===== config.mk =====
export PLATFORM = sky130hd
export DESIGN_NAME = text_sequencer
export DESIGN_NICKNAME = d
export VERILOG_FILES = /design/src/rtl/text_sequencer_pkg.sv /design/src/rtl/text_sequencer_frame_timer.sv /design/src/rtl/text_sequencer.sv
export SDC_FILE = /design/constraint.sdc
export NUM_CORES = 1
export LEC_CHECK = 0
export ABC_AREA = 0
export CAP_MARGIN = 40
export CORE_ASPECT_RATIO = 1.5
export CORE_MARGIN = 1
export CORE_UTILIZATION = 40
export CTS_CLUSTER_SIZE = 28
export DETAILED_ROUTE_END_ITERATION = 12
export HOLD_SLACK_MARGIN = 0.15
export PLACE_DENSITY = 0.75
export SETUP_SLACK_MARGIN = 0.02
export SYNTH_ARGS = -nofsm -noshare
export SYNTH_HDL_FRONTEND = slang
export SYNTH_HIERARCHICAL = 1
export SYNTH_SLANG_ARGS = --single-unit

===== constraint.sdc =====
create_clock -name clk -period 5.25 [get_ports clk]
set_input_delay 1.05 -clock clk [delete_from_list [all_inputs] [get_ports clk]]
set_output_delay 1.05 -clock clk [all_outputs]
set_load 0.005 [all_outputs]

===== src/rtl/text_sequencer_pkg.sv =====
// rtl/text_sequencer_pkg.sv - shared mode encoding, frame constants and score helpers for the text sequencer
package text_sequencer_pkg;

    localparam int SCORE_W              = 16;
    localparam int BLINK_FRAMES_DEF     = 30;
    localparam int READY_MIN_FRAMES_DEF = 60;
    localparam int GAMEOVER_FRAMES_DEF  = 180;

    typedef enum logic [1:0] {
        GAME_MODE_LOADING   = 2'd0,
        GAME_MODE_READY     = 2'd1,
        GAME_MODE_PLAYING   = 2'd2,
        GAME_MODE_GAME_OVER = 2'd3
    } game_mode_t;

    function automatic logic [SCORE_W-1:0] score_max(
        input logic [SCORE_W-1:0] a,
        input logic [SCORE_W-1:0] b
    );
        return (a > b) ? a : b;
    endfunction

endpackage


===== src/rtl/text_sequencer_frame_timer.sv =====
// rtl/text_sequencer_frame_timer.sv - 8-bit frame_tick counter with clear, saturate, optional wrap and terminal count
module frame_timer (
    input  logic       clk,
    input  logic       rst_n,
    input  logic       clear,
    input  logic       tick,
    input  logic       wrap,
    input  logic [7:0] limit,
    output logic [7:0] count,
    output logic       term
);

    always_ff @(posedge clk or negedge rst_n) begin
        if (!rst_n) begin
            count <= 8'd0;
        end else if (clear) begin
            count <= 8'd0;
        end else if (tick) begin
            if (wrap && (count == limit)) begin
                count <= 8'd0;
            end else if (count != 8'hFF) begin
                count <= count + 8'd1;
            end
        end
    end

    // term qualifies the tick that lands on the limit, so callers act on that edge
    assign term = tick && (count == limit);

endmodule


===== src/rtl/text_sequencer.sv =====
// rtl/text_sequencer.sv - frame-synchronous mode/score/blink sequencer for the text overlay (option: TEXT_SEQ_KEY_SYNC_EN)
module text_sequencer
    import text_sequencer_pkg::*;
#(
    parameter int BLINK_FRAMES     = BLINK_FRAMES_DEF,
    parameter int READY_MIN_FRAMES = READY_MIN_FRAMES_DEF,
    parameter int GAMEOVER_FRAMES  = GAMEOVER_FRAMES_DEF
) (
    input  logic               clk,
    input  logic               rst_n,
    input  logic               frame_tick,
    input  logic               load_done,
    input  logic               key_any,
    input  logic               game_over,
    input  logic [SCORE_W-1:0] score_in,
    output game_mode_t         mode,
    output logic [SCORE_W-1:0] score_disp,
    output logic [SCORE_W-1:0] high_score,
    output logic               blink_on,
    output logic               game_start
);

    localparam logic [7:0] BLINK_LIM    = 8'(BLINK_FRAMES - 1);
    localparam logic [7:0] READY_MIN    = 8'(READY_MIN_FRAMES);
    localparam logic [7:0] GAMEOVER_LIM = 8'(GAMEOVER_FRAMES - 1);

    logic       key_s;
    logic       key_prev;
    logic       press;
    logic       enter_ready;
    logic       start_play;
    logic       end_game;
    logic       phase_clear;
    logic       phase_tick;
    logic       blink_tick;
    logic [7:0] phase_count;
    logic       phase_term;
    logic [7:0] blink_count_unused;
    logic       blink_term;

`ifdef TEXT_SEQ_KEY_SYNC_EN
    logic [1:0] key_sync;

    always_ff @(posedge clk or negedge rst_n) begin
        if (!rst_n) begin
            key_sync <= 2'b00;
        end else begin
            key_sync <= {key_sync[0], key_any};
        end
    end

    assign key_s = key_sync[1];
`else
    assign key_s = key_any;
`endif

    always_ff @(posedge clk or negedge rst_n) begin
        if (!rst_n) begin
            key_prev <= 1'b0;
        end else begin
            key_prev <= key_s;
        end
    end

    // Edge-only detection means a key held across READY entry never counts as a press
    assign press = key_s && !key_prev;

    always_comb begin
        enter_ready = 1'b0;
        start_play  = 1'b0;
        end_game    = 1'b0;
        phase_tick  = 1'b0;
        blink_tick  = 1'b0;
        case (mode)
            GAME_MODE_LOADING:   enter_ready = frame_tick && load_done;
            GAME_MODE_READY: begin
                start_play = press && (phase_count >= READY_MIN);
                phase_tick = frame_tick;
                blink_tick = frame_tick;
            end
            GAME_MODE_PLAYING:   end_game = game_over;
            GAME_MODE_GAME_OVER: begin
                phase_tick  = frame_tick;
                enter_ready = phase_term;
            end
            default: ;
        endcase
        phase_clear = enter_ready || end_game;
    end

    frame_timer u_phase_timer (
        .clk   (clk),
        .rst_n (rst_n),
        .clear (phase_clear),
        .tick  (phase_tick),
        .wrap  (1'b0),
        .limit (GAMEOVER_LIM),
        .count (phase_count),
        .term  (phase_term)
    );

    frame_timer u_blink_timer (
        .clk   (clk),
        .rst_n (rst_n),
        .clear (enter_ready),
        .tick  (blink_tick),
        .wrap  (1'b1),
        .limit (BLINK_LIM),
        .count (blink_count_unused),
        .term  (blink_term)
    );

    always_ff @(posedge clk or negedge rst_n) begin
        if (!rst_n) begin
            mode       <= GAME_MODE_LOADING;
            score_disp <= '0;
            high_score <= '0;
            blink_on   <= 1'b1;
            game_start <= 1'b0;
        end else begin
            game_start <= 1'b0;
            case (mode)
                GAME_MODE_LOADING: begin
                    blink_on <= 1'b1;
                    if (enter_ready) begin
                        mode <= GAME_MODE_READY;
                    end
                end
                GAME_MODE_READY: begin
                    if (start_play) begin
                        mode       <= GAME_MODE_PLAYING;
                        game_start <= 1'b1;
                        score_disp <= '0;
                        blink_on   <= 1'b1;
                    end else if (blink_term) begin
                        blink_on <= !blink_on;
                    end
                end
                GAME_MODE_PLAYING: begin
                    blink_on <= 1'b1;
                    // A coincident frame_tick collapses into this single latch
                    if (end_game) begin
                        mode       <= GAME_MODE_GAME_OVER;
                        score_disp <= score_in;
                        high_score <= score_max(high_score, score_in);
                    end else if (frame_tick) begin
                        score_disp <= score_in;
                    end
                end
                GAME_MODE_GAME_OVER: begin
                    blink_on <= 1'b1;
                    if (enter_ready) begin
                        mode <= GAME_MODE_READY;
                    end
                end
                default: begin
                    mode     <= GAME_MODE_LOADING;
                    blink_on <= 1'b1;
                end
            endcase
        end
    end

endmodule


==> results of run 1 <==
[area by class of cell]
type | count | area, sq um
Inverter | 27 | 101
Sequential cell | 53 | 1330
Timing Repair Buffer | 59 | 581
Fill cell | 675 | 3610
Tap cell | 102 | 128
Multi-Input combinational cell | 214 | 1680
Clock inverter | 2 | 15.0
Clock buffer | 6 | 129
[where the power goes]
group | total (mW) | switching [mW] | internal, mW
sequential | 0.636 | 0.113 | 0.523
combinational | 0.649 | 0.281 | 0.368
clock | 0.325 | 0.148 | 0.177
total | 1.61 | 0.542 | 1.07
[Yosys cell counts, types with 5 or more instances]
master / instances / area [sq um]
nand3_1: 12 / 60.1
o21ai_0: 9 / 45.0
mux2_2: 6 / 67.6
mux2_4: 10 / 150
nor3_1: 6 / 30.0
xnor2_1: 16 / 140
dfrtp_1: 52 / 1300
a22o_1: 16 / 140
a21oi_1: 10 / 50.1
nand4_1: 5 / 31.3
nor2_1: 19 / 71.3
ha_1: 23 / 288
nand2_1: 12 / 45.0
mux2i_1: 5 / 50.1
inv_1: 27 / 101
[layer usage]
layer	GRT usage, %	up-vias	part of all wire (%)
met5	0	-	0
met4	4.95	0	0.85
met3	3.02	4	4.4
met2	32.2	52	54
met1	18.9	1184	40
li1	-	1152	-
[cells in the final DEF, fill, tap and decap left out, types with 3 or more instances in the layout]
master           synthesis  final
a31oi_1                  3      3
o21ai_0                  9      9
ha_1                    23     23
nand2_1                 12     12
nor3_1                   6      6
xnor2_1                 16     16
clkdlybuf4s50_1          0     56
nor2_1                  19     19
nand4_2                  3      3
nand4_1                  5      5
conb_1                   2     18
inv_1                   27     27
a22o_1                  16     16
mux2_4                  10     10
mux2i_1                  5      5
dfrtp_1                 52     52
o2111ai_1                4      4
xor2_1                   4      4
o211ai_1                 4      4
a21oi_1                 10     10
clkbuf_16                0      5
mux2_2                   6      6
and4_1                   4      4
nand3_1                 12     12
[path summary, 6_finish.rpt]
check | to | start | cells after the start
min in group asynchronous | score_disp[2] | rst_n | 2
hold / removal | score_disp[13] | score_disp[13] | 1
setup reg to reg | high_score[15] | high_score[15] | 6
hold reg to reg | score_disp[13] | score_disp[13] | 1
setup / recovery | high_score[15] | score_in[15] | 8
max in group asynchronous | high_score[15] | rst_n | 2
[kinds of logic (layout without fill, tap and decap cells)]
| logic type | count (synthesis) | after routing |
|---|---|---|
| XOR/XNOR | 20 | 20 |
| adder cells (fa/ha/maj) | 23 | 23 |
| buffers and inverters | 35 | 94 |
| multiplexers | 21 | 21 |
| other | 2 | 18 |
| AND/OR/NAND/NOR | 73 | 73 |
| AO/OA/AOI/OAI | 59 | 59 |
| flip-flops | 53 | 53 |
[through the flow]
stage | util, % | total power [mW] | std cells | cell area [sq um] | setup WS (ns)
4_1_cts | 52.3 | 1.63 | 463 | 3960 | 1.56
5_1_grt | 52.3 | 1.72 | 463 | 3960 | 1.46
2_1_floorplan | - | 1.02 | 302 | 3170 | 2.14
6_report | 52.3 | 1.61 | 463 | 3960 | 1.55
3_3_place_gp | 50.4 | 1.27 | 455 | 3810 | 1.29
3_5_place_dp | 50.4 | 1.29 | 455 | 3810 | 1.26
[worst max-delay path: cells and delay by family]
family,cells,cell delay [ns]
fa+ha+maj,1,0.30
compound gates,2,0.84
buf+inv,2,0.55
simple gates,2,0.71
mux,1,0.41
[sequential cells by signal, indices dropped and copies added, names as in the netlist]
name / flops
high_score: 16
score_disp: 16
u_blink_timer/count: 8
u_phase_timer/count: 8
mode: 2
blink_on: 1
game_start: 1
key_prev: 1
==> run_results.csv, run 1 <==
group,metric,value,unit
outcome,status,"complete, no violations",
placed_design,port_buffers,57,
power,p_leak,1.80,nW
setup_path,crit_arrival,3.87,ns
yosys,synth_edf_count,0,
setup_path,start_kind,"input pin",
setup_path,cp_slowest_cell,"a41oi_4",
detailed_routing,first_pass_iters,4,
placed_design,place.gp.congestion,0.862,
setup_path,end_kind,"flip-flop",
detailed_routing,ant_nets,0,
setup_path,rrSetupSlack,2.44,ns
timing,fin_skew,0.00608,ns
detailed_routing,wl,6590,um
cts,clkTransAtPathRegs,0.07,ns
floorplan,die-area,8130,sq um
global_routing,grt_pass1_wl,10600,um
yosys,async_flop_share,100,%
timing,tightest_slew,0.818,ns
detailed_routing,vias_per_cell,5.17,
global_routing,grt_pass1_vias,2312,
yosys,syn_inst,286,
timing,finalSetupViolations,0,
timing,final.min_clock_period,3.70,ns
cells_and_area,areaGrowthSynthToFinish,27.4,%
floorplan,die_x,74.0,um
setup_path,crit_fanout,16,
floorplan,core-area,7560,sq um
cts,cts-htree-levels,2,
yosys,synth_top_family_by_area,"compound AO/OA/AOI/OAI gates",
timing,final_hold_viol_count,0,
floorplan,row_count,39,
yosys,synthXorXnorAreaFrac,5.64,%
yosys,yosysWarnings,6,
yosys,synth-compound-area-share,15.4,%
power,power_density,407,nW/um^2
global_routing,antenna_found_initial,0,
detailed_routing,vias,2392,
cts,cts_resized,0,
yosys,yosysSeqAreaShare,42.7,%
cts,insertion_delay,0.29,ns
yosys,synth_fa_ha_area_share,9.26,%
timing,slew_headroom,45.3,%
timing,max_clock_freq,271,MHz
setup_path,critPathKind,"in2reg",
power,irDropWorstVdd,0.200,mV
timing,holdWs,0.501,ns
setup_path,cpPeakStageDelay,0.65,ns
detailed_routing,remaining_drc_errors,0,
global_routing,grt_max_degree,54,
timing,finalCritPeriodShare,70.4,%
cts,clkSinkCount,53,
floorplan,ioPinCount,58,
cts,numCtsBuffers,5,
placed_design,dp_hpwl,4900,um
cts,max-clock-path-buffers,2,
timing,slew_violations,0,
yosys,synth_cell_types,43,
cts,cts_root_buf,"clkbuf_16",
yosys,synth_flop_cell,"dfrtp_1",
yosys,avgSynthCellArea,10.9,sq um
setup_path,worstPathCellList,"clkdlybuf4s50_1, inv_1, ha_1, nand4_2, or4_4, a21o_1, a41oi_4, mux2_2",
yosys,synth-seq-cells,53,
cells_and_area,drive_above_1_share,10.2,%
cts,postCtsSetupBuffers,0,
timing,rsz0062_at_grt,"false",
flow_run,cap_violations,0,
cells_and_area,diodes,0,
yosys,netlist_area,3110,sq um
timing,tns,0,ns
yosys,synthMuxAreaShare,8.62,%
cts,cts_tree,"built",
global_routing,grt-ovfl-total,0,
yosys,synth-simple-area-share,12.8,%
detailed_routing,wire_per_inst,14.2,um
cts,cts_hold_buf,0,
hold_path,hp-class,"reg2reg",
cells_and_area,num-nets-final,405,
floorplan,die-height,110,um
global_routing,grt_usage,17.0,%
detailed_routing,dr.first_iter.drc_count,168,
setup_path,critical_path_required,5.43,ns
floorplan,start_util,41.1,%
Note: power is estimated with default switching activity, not from simulation.
==> run 2: changes to the inputs <==
- clock period: 5.25 -> 3.85 ns (I/O delays scaled with it)
==> run 2 against run 1 <==
Compared with the run above:
- critical path depth up 1
- final cell count increased by 0.22%
- clock power up 53%
- global-route usage grew 1.3 points
==> run_results.csv, run 2 (synthesized netlist as in run 1, its figures left out) <==
group,metric,value,unit
outcome,status,"complete, no violations",
detailed_routing,dr.first_iter.drc_count,115,
floorplan,row_count,39,
detailed_routing,remaining_drc_errors,0,
hold_path,hp-class,"in2async",
power,p_leak,1.83,nW
cts,numCtsBuffers,5,
timing,slew_violations,0,
cts,cts_root_buf,"clkbuf_16",
timing,rsz0062_at_grt,"false",
cells_and_area,layout_common_cells,"clkdlybuf4s50_1, dfrtp_1, inv_1",
placed_design,port_buffers,57,
cts,cts_hold_buf,0,
detailed_routing,vias,2383,
cells_and_area,num-nets-final,407,
cells_and_area,drive_above_1_share,10.8,%
cts,postCtsSetupBuffers,0,
flow_run,cap_violations,0,
global_routing,grt_pass1_vias,2455,
floorplan,die-area,8130,sq um
placed_design,dp_hpwl,5170,um
detailed_routing,vias_per_cell,5.14,
global_routing,grt_max_degree,28,
timing,finalSetupViolations,0,
setup_path,critical_path_required,4.03,ns
detailed_routing,ant_nets,0,
cells_and_area,diodes,0,
cts,clkSinkCount,53,
floorplan,core-area,7560,sq um
cells_and_area,stdcell_count,464,
cells_and_area,register_area,1330,sq um
setup_path,crit_fanout,16,
placed_design,place.gp.congestion,0.847,
timing,tightest_slew,0.669,ns
timing,fin_skew,0.00354,ns
cells_and_area,mostFrequentLayoutCell,"clkdlybuf4s50_1",
timing,finalCritPeriodShare,83.8,%
cells_and_area,final_area,4000,sq um
timing,max_clock_freq,310,MHz
setup_path,crit_arrival,3.40,ns
floorplan,die_x,74.0,um
floorplan,die-height,110,um
detailed_routing,first_pass_iters,4,
setup_path,critPathKind,"in2reg",
timing,tns,0,ns
cts,cts_tree,"built",
timing,final_hold_viol_count,0,
setup_path,start_kind,"input pin",
floorplan,start_util,41.1,%
cts,max-clock-path-buffers,2,
placed_design,placedCellCount,457,
cts,cts_resized,0,
power,irDropWorstVdd,0.231,mV
timing,slew_headroom,55.4,%
floorplan,ioPinCount,58,
placed_design,dpl_worst_slack,0.323,ns
cts,cts-htree-levels,2,
cts,clkTransAtPathRegs,0.07,ns
placed_design,post_dp_cell_area,3840,sq um
global_routing,antenna_found_initial,0,
cts,insertion_delay,0.29,ns
cells_and_area,multi_input_area,1680,sq um
global_routing,grt_pass1_wl,11200,um
timing,final.min_clock_period,3.23,ns
power,power_density,565,nW/um^2
cells_and_area,top_regs,"high_score: 16 flops, score_disp: 16 flops",
cells_and_area,areaGrowthSynthToFinish,28.8,%
detailed_routing,wire_per_inst,14.5,um
setup_path,end_kind,"flip-flop",
global_routing,grt_usage,18.3,%
detailed_routing,wl,6750,um
timing,timing.final.ws_setup,0.622,ns
cells_and_area,fillCellCount,666,
global_routing,grt-ovfl-total,0,
==> run 2: layout make-up <==
cell class / instances / area share [%]
multi-input combinational: 214 / 41.9
sequential: 53 / 33.2
timing repair buffer: 61 / 15.2
tap: 102 / 3.19
clock buffer: 5 / 3.13
inverter: 27 / 2.53
clock inverter: 2 / 0.876
==> run 2: worst paths after layout <==
check,startpoint,endpoint,slack (ns),depth (start not counted)
min,rst_n,score_disp[4],0.37,1
min in group clk,score_disp[1],score_disp[1],0.50,1
max in group asynchronous,rst_n,blink_on,2.89,2
max,score_in[14],high_score[4],0.62,9
max reg2reg,high_score[12],high_score[4],1.26,7
min reg2reg,score_disp[1],score_disp[1],0.50,1
==> run 2: critical path: stages <==
cell,delay [ns]
clkdlybuf4s50_1,0.51
inv_1,0.06
ha_1,0.31
nand4_2,0.15
or4_4,0.57
a21o_1,0.19
a41oi_4,0.15
buf_4,0.31
mux2_2,0.38
==> run 2: per-layer routing <==
| layer | vias up | global-route usage (%) | wire length [um] |
|---|---|---|---|
| met1 | 1149 | 19.2 | 2690 |
| met4 | 0 | 7.28 | 162 |
| met5 | - | 0 | 0 |
| met2 | 61 | 34.1 | 3580 |
| li1 | 1161 | - | - |
| met3 | 12 | 4.40 | 322 |
==> run 2: stage by stage <==
step / power, mW / hold slack, ns / util, %
3_5_place_dp: 1.77 / 0.480 / 50.8
4_1_cts: 2.28 / 0.378 / 52.9
3_3_place_gp: 1.74 / 0.482 / 50.5
2_1_floorplan: 1.39 / 0.474 / -
6_report: 2.26 / 0.371 / 52.9
5_1_grt: 2.43 / 0.398 / 52.9
==> run 2: power breakdown <==
| part | switching [mW] | leakage (nW) | internal (mW) |
|---|---|---|---|
| clock network | 0.194 | 0.0797 | 0.302 |
| registers | 0.156 | 0.695 | 0.714 |
| logic | 0.389 | 1.05 | 0.505 |
